===== src/rtl/alu_operand_issue.sv =====
// Execute-issue stage in front of the softcore ALU.
// Accepts decoded ALU micro-ops over valid/ready and reads the register file.
// RAW hazards are resolved by forwarding from the ALU output (EX) and from writeback (WB).
// Registered a/b/op feed the combinational ALU; rd/we travel with the op to writeback.
module alu_operand_issue #(
  parameter int DATA_W  = 32,
  parameter int RADDR_W = 5,
  parameter int OP_W    = 4
) (
  input  logic               clk,
  input  logic               rst_n,
  input  logic               flush,
  input  logic               in_valid,
  output logic               in_ready,
  input  logic [OP_W-1:0]    in_op,
  input  logic [RADDR_W-1:0] in_rs1,
  input  logic [RADDR_W-1:0] in_rs2,
  input  logic [RADDR_W-1:0] in_rd,
  input  logic               in_we,
  input  logic               in_use_imm,
  input  logic [DATA_W-1:0]  in_imm,
  output logic [RADDR_W-1:0] rf_raddr1,
  output logic [RADDR_W-1:0] rf_raddr2,
  input  logic [DATA_W-1:0]  rf_rdata1,
  input  logic [DATA_W-1:0]  rf_rdata2,
  input  logic [DATA_W-1:0]  alu_result,
  input  logic               wb_valid,
  input  logic [RADDR_W-1:0] wb_rd,
  input  logic [DATA_W-1:0]  wb_data,
  output logic [DATA_W-1:0]  alu_a,
  output logic [DATA_W-1:0]  alu_b,
  output logic [OP_W-1:0]    alu_op,
  output logic               ex_valid,
  input  logic               ex_ready,
  output logic [RADDR_W-1:0] ex_rd,
  output logic               ex_we,
  output logic [31:0]        stall_cnt
);

  logic              accept;
  logic [DATA_W-1:0] opnd_a;
  logic [DATA_W-1:0] opnd_b;
  logic [DATA_W-1:0] rs2_val;

  // Picks the freshest value of a source register.
  // x0 always reads zero, even when EX or WB claim to write it.
  // EX is younger than WB, so EX wins when both target the same register.
  function automatic logic [DATA_W-1:0] resolve(
    input logic [RADDR_W-1:0] rs,
    input logic [DATA_W-1:0]  rf_val,
    input logic               exv,
    input logic               exw,
    input logic [RADDR_W-1:0] exrd,
    input logic [DATA_W-1:0]  exres,
    input logic               wbv,
    input logic [RADDR_W-1:0] wbrd,
    input logic [DATA_W-1:0]  wbdat
  );
    logic [DATA_W-1:0] r;
    if (rs == '0)
      r = '0;
    else if (exv && exw && (exrd == rs))
      r = exres;
    else if (wbv && (wbrd == rs))
      r = wbdat;
    else
      r = rf_val;
    return r;
  endfunction

  assign rf_raddr1 = in_rs1;
  assign rf_raddr2 = in_rs2;
  assign in_ready  = !flush && (!ex_valid || ex_ready);
  assign accept    = in_valid && in_ready;

  // Resolve both operands; b is replaced by the immediate when requested.
  always_comb begin
    opnd_a  = resolve(in_rs1, rf_rdata1, ex_valid, ex_we, ex_rd, alu_result,
                      wb_valid, wb_rd, wb_data);
    rs2_val = resolve(in_rs2, rf_rdata2, ex_valid, ex_we, ex_rd, alu_result,
                      wb_valid, wb_rd, wb_data);
    opnd_b  = in_use_imm ? in_imm : rs2_val;
  end

  // EX register: flush beats accept, accept beats drain, otherwise hold.
  always_ff @(posedge clk or negedge rst_n) begin
    if (!rst_n) begin
      ex_valid <= 1'b0;
      alu_a    <= '0;
      alu_b    <= '0;
      alu_op   <= '0;
      ex_rd    <= '0;
      ex_we    <= 1'b0;
    end else if (flush) begin
      ex_valid <= 1'b0;
    end else if (accept) begin
      ex_valid <= 1'b1;
      alu_a    <= opnd_a;
      alu_b    <= opnd_b;
      alu_op   <= in_op;
      ex_rd    <= in_rd;
      ex_we    <= in_we;
    end else if (ex_ready) begin
      ex_valid <= 1'b0;
    end
  end

  // Saturating count of cycles where an offered op could not be taken; flush does not clear it.
  always_ff @(posedge clk or negedge rst_n) begin
    if (!rst_n)
      stall_cnt <= '0;
    else if (in_valid && !in_ready && (stall_cnt != 32'hFFFF_FFFF))
      stall_cnt <= stall_cnt + 32'd1;
  end

endmodule


===== config.mk =====
export PLATFORM = sky130hd
export DESIGN_NAME = alu_operand_issue
export DESIGN_NICKNAME = d
export VERILOG_FILES = /design/src/rtl/alu_operand_issue.sv
export SDC_FILE = /design/constraint.sdc
export NUM_CORES = 1
export LEC_CHECK = 0
export ABC_AREA = 1
export CAP_MARGIN = 10
export CORE_UTILIZATION = 40
export DETAILED_ROUTE_END_ITERATION = 8
export GPL_ROUTABILITY_DRIVEN = 0
export PLACE_DENSITY_LB_ADDON = 0.1
export SLEW_MARGIN = 20
export SYNTH_ARGS = -nofsm -noshare
export SYNTH_HDL_FRONTEND = slang
export SYNTH_SLANG_ARGS = --single-unit

===== constraint.sdc =====
create_clock -name clk -period 3.32 [get_ports clk]
set_input_delay 0.664 -clock clk [delete_from_list [all_inputs] [get_ports clk]]
set_output_delay 0.664 -clock clk [all_outputs]
set_load 0.005 [all_outputs]

# Word-level counts from Yosys, hierarchy flattened
# Index checks and enable logic that the tools add are counted.
# classes
add_sub_neg	1
n_eq_ne	5
muxes	10
n_bitwise	1
n_reduce_logical	17
# ops
operator	count
32-bit two-way mux	7
32-bit by 1-bit adder with 32-bit output (second input constant)	1
32-bit inequality test (second input constant)	1
5-bit equality test	4
5-bit logical NOT	2
1-bit logical AND	9
1-bit logical NOT	3
1-bit two-way mux	3
3-bit nonzero test	1
2-bit AND reduction	1
1-bit logical OR	1
1-bit NOT	1
# totals
regBits	107
input_bits	192
output_inout_bits	118
wordCells	41

# Logic depth before layout (Yosys ltp)
# logic_depth
ltp_word	6
mapped_depth	12
ltp_nobuf	11

# Worst setup path before layout
# OpenSTA, ideal clock, no wires.
# synth_path
path_kind	input -> register
from	input port wb_rd[4]
to	register alu_a[10]
setup_time_ns	0.117
t_arrival_ns	1.628
required_time_ns	3.203
slack_ns	1.576
cell_stages	9
path_buffers	1
path_cell_list	inv_1 o21ai_0 a21oi_1 nand3_2 buf_6 nand2_1 nand3_1 nand2_1 nand2_1
# synth_via
elab_chain_len	5
# synth_lines
element	line_no	rtl
start: declaration	28	input logic [RADDR_W-1:0] wb_rd,
5-bit equality test	64	else if (wbv && (wbrd == rs))
1-bit logical AND	64	
32-bit two-way mux	64	
32-bit two-way mux	62	else if (exv && exw && (exrd == rs))
32-bit two-way mux	60	if (rs == '0)
end signal: assignment	98	alu_a <= opnd_a;
end: declaration	30	output logic [DATA_W-1:0] alu_a,
# No other way between the ends.
# A chain may end at the register's enable or synchronous reset.

# Worst setup path after layout
# layout_path
from	input port wb_rd[4]
to	register alu_a[12]
# Same word-level chain as after synthesis.

==> results.json <==
{
  "status": "completed",
  "fp.dieH_um": 137.2,
  "syn_area_um2": 7312,
  "fillers": 1732,
  "place_area_um2": 10560,
  "final.period_utilization_pct": 82.74,
  "finalHoldViolCount": 0,
  "ys.flop_type": "dfrtp_1",
  "period_needed_ps": 2747,
  "grt_overflow_total": 0,
  "switching_share_pct": 29.82,
  "remaining_drc_errors": 0,
  "setup_tns_ps": 0,
  "fin_total_pwr_mw": 4.148,
  "dr.pass1.iters": 6,
  "crit_required_ps": 3570,
  "ys_ff_latch": 107,
  "async_flop_share_pct": 100.0,
  "slowest_stage": "a21oi_4",
  "rsz0062_at_grt": "false",
  "ys_top_cells_by_count": "nand2_1 (376), nor2_1 (189), dfrtp_1 (107), nand3_1 (107), inv_1 (71)",
  "syn_nets": 1335,
  "tritoncts": "yes",
  "drt_iter0_markers": 468,
  "startpoint": "wb_rd[4]",
  "setup_viol": 0,
  "areaGrowthSynthToFinish_pct": 48.97,
  "ios": 310,
  "cts_root_buffer": "clkbuf_16",
  "path_class": "in2reg",
  "cts_setup_buffers": 0,
  "synth_cells": 1142,
  "htree_levels": 3,
  "start_util_pct": 40.70,
  "coreArea_um2": 17960,
  "worstHoldPathType": "in2async",
  "dp_hpwl_um": 20090,
  "antenna_left": 0,
  "hold_buffers": 0,
  "critPathTopFamily": "compound AO/OA/AOI/OAI gates",
  "wl_um": 28410,
  "grt_start_max_net_pins": 65,
  "maxSlewHeadroom_pct": 23.94,
  "reg2reg_from": "stall_cnt[0]",
  "holdWs_ps": 234.7,
  "crit_path_frequent_cell": "nand2_1",
  "grt_pass1_wl_um": 43680,
  "worst-path-stages": 10,
  "vias": 8489,
  "cts_resized": 0,
  "avgRoutedWirePerCell_um": 17.23,
  "drv_slew": 0,
  "power_per_cell_area_nw_per_um2": 380.8,
  "synthTopCellsByArea": "dfrtp_1 (37%), nand2_1 (19%), nor2_1 (9.7%)",
  "die_w_um": 137.2,
  "max_stage_delay_ps": 870,
  "fin_nets": 1603,
  "combPwrFrac_pct": 31.6,
  "worst_slack_ps": 573.0,
  "leakage_nw": 5.123,
  "power_frac_seq_pct": 39.3,
  "reg2reg_to": "stall_cnt[17]",
  "grt_pass1_vias": 8012,
  "dieArea_um2": 18830,
  "cp.arrival_ps": 3000,
  "worstMarginPinSlew_ps": 1138,
  "avgSynthCellArea_um2": 6.403,
  "yosysTopAreaCell": "dfrtp_1",
  "yosys.area.top_type_share_pct": 36.62,
  "path_clk_slew_ps": 70,
  "start_kind": "input port",
  "grt_use_total_pct": 30.66,
  "yosysWarningCount": 0,
  "dp_cells": 1628,
  "synth-edff-count": 0,
  "finalNonFillerCells": 1649,
  "critPathBufInv": 3,
  "final_cell_area_um2": 10890,
  "final_core_util_pct": 60.64,
  "reg2reg_setup_slack_ps": 1340,
  "r2r_cells": 11,
  "crit_end": "alu_a[12]",
  "viasPerCell": 5.148,
  "insertion_delay_ps": 360,
  "place.port_buffers": 309,
  "layout-drive-gt1-share_pct": 6.436,
  "cts.sinks": 107,
  "cts_buffer_depth": 2,
  "ys_seq_area_share_pct": 36.62,
  "finalClockSkew_ps": 12.91,
  "dp_slack_ps": 249.0,
  "p_int_mw": 2.911,
  "synth_cell_type_count": 30,
  "antenna_found_initial": 6,
  "fmax_mhz": 364.0,
  "cp_max_fo": 33,
  "end_kind": "register",
  "p_sw_mw": 1.237,
  "row_count": 49,
  "synth_most_common_cell": "nand2_1",
  "peakVddDrop_mv": 0.2992,
  "clockPowerShare_pct": 29.1,
  "max_cap_violations": 0,
  "cts_made_buffers": 9,
  "crit_chain": "clkdlybuf4s50_1 -> inv_1 -> o21ai_0 -> a21oi_4 -> nand3_2 -> buf_4 -> nand2_1 -> nand3_1 -> nand2_1 -> nand2_1"
}
[final cells by class]
type | instances | area [um^2] | share of cell area, %
clock buffer | 10 | 239.0 | 2.194
sequential | 107 | 2678 | 24.58
multi-input combinational | 885 | 4018 | 36.88
tap | 229 | 286.5 | 2.630
timing repair buffer | 328 | 3283 | 30.14
antenna | 6 | 15.01 | 0.1378
clock inverter | 5 | 77.57 | 0.7122
inverter | 79 | 296.5 | 2.722
[sequential cells by signal, summed over array words and instances, names as in the netlist]
signal     count
alu_a         32
alu_b         32
alu_op         4
ex_rd          5
ex_valid       1
ex_we          1
stall_cnt     32
[metal layers]
layer | up-vias | routed length [um] | global-route usage (%)
met4 | 0 | 849 | 14.41
met2 | 359 | 13310 | 49.30
met1 | 3917 | 12050 | 39.44
li1 | 4164 | - | -
met5 | - | 0 | 0
met3 | 49 | 2192 | 6.144
[placed cells by master (no fill, tap or decap), types with 6 or more instances in the layout]
cell and count:
inv_1 71, or2_2 32, buf_4 16, nand4_1 36, inv_2 8, nor3_1 9, xnor2_1 7, diode_2 6
a21oi_1 68, clkbuf_16 9, nor2_1 186, xor2_1 8, dfrtp_1 107, o21ai_1 10, nand2_1 376, nand3_1 107
o21ai_0 18, clkdlybuf4s50_1 308
[cell families (layout without fill, tap and decap cells)]
family | after synthesis | after routing | synth area share, %
other | 0 | 6 | 0
adders and majority gates | 1 | 1 | 0.1711
buffers and inverters | 150 | 422 | 9.240
DFF | 107 | 107 | 36.62
and+or+nand+nor | 763 | 763 | 44.54
AOI/OAI and AO/OA | 106 | 106 | 7.632
xor gates and xnor gates | 15 | 15 | 1.797
[worst min-delay path by stage]
stage / startpoint / endpoint / slack (ps) / depth (start not counted)
final: rst_n / alu_op[0] / 230 / 1
after global routing: rst_n / alu_op[0] / 270 / 1
after CTS: rst_n / alu_op[0] / 250 / 1
after detailed placement: alu_op[1] / alu_op[1] / 460 / 2
after global placement: alu_op[3] / alu_op[3] / 460 / 2
after floorplan: rst_n / alu_a[0] / 370 / 0
[power groups by stage]
stage,registers [mW],clock network [mW],logic (mW)
finish,1.63,1.21,1.31
global route,1.66,1.27,1.44
CTS,1.63,1.23,1.32
detailed placement,1.65,0,1.32
global placement,1.65,0,1.30
floorplan,1.64,0,0.491
Power figures use the tool's default switching activity.
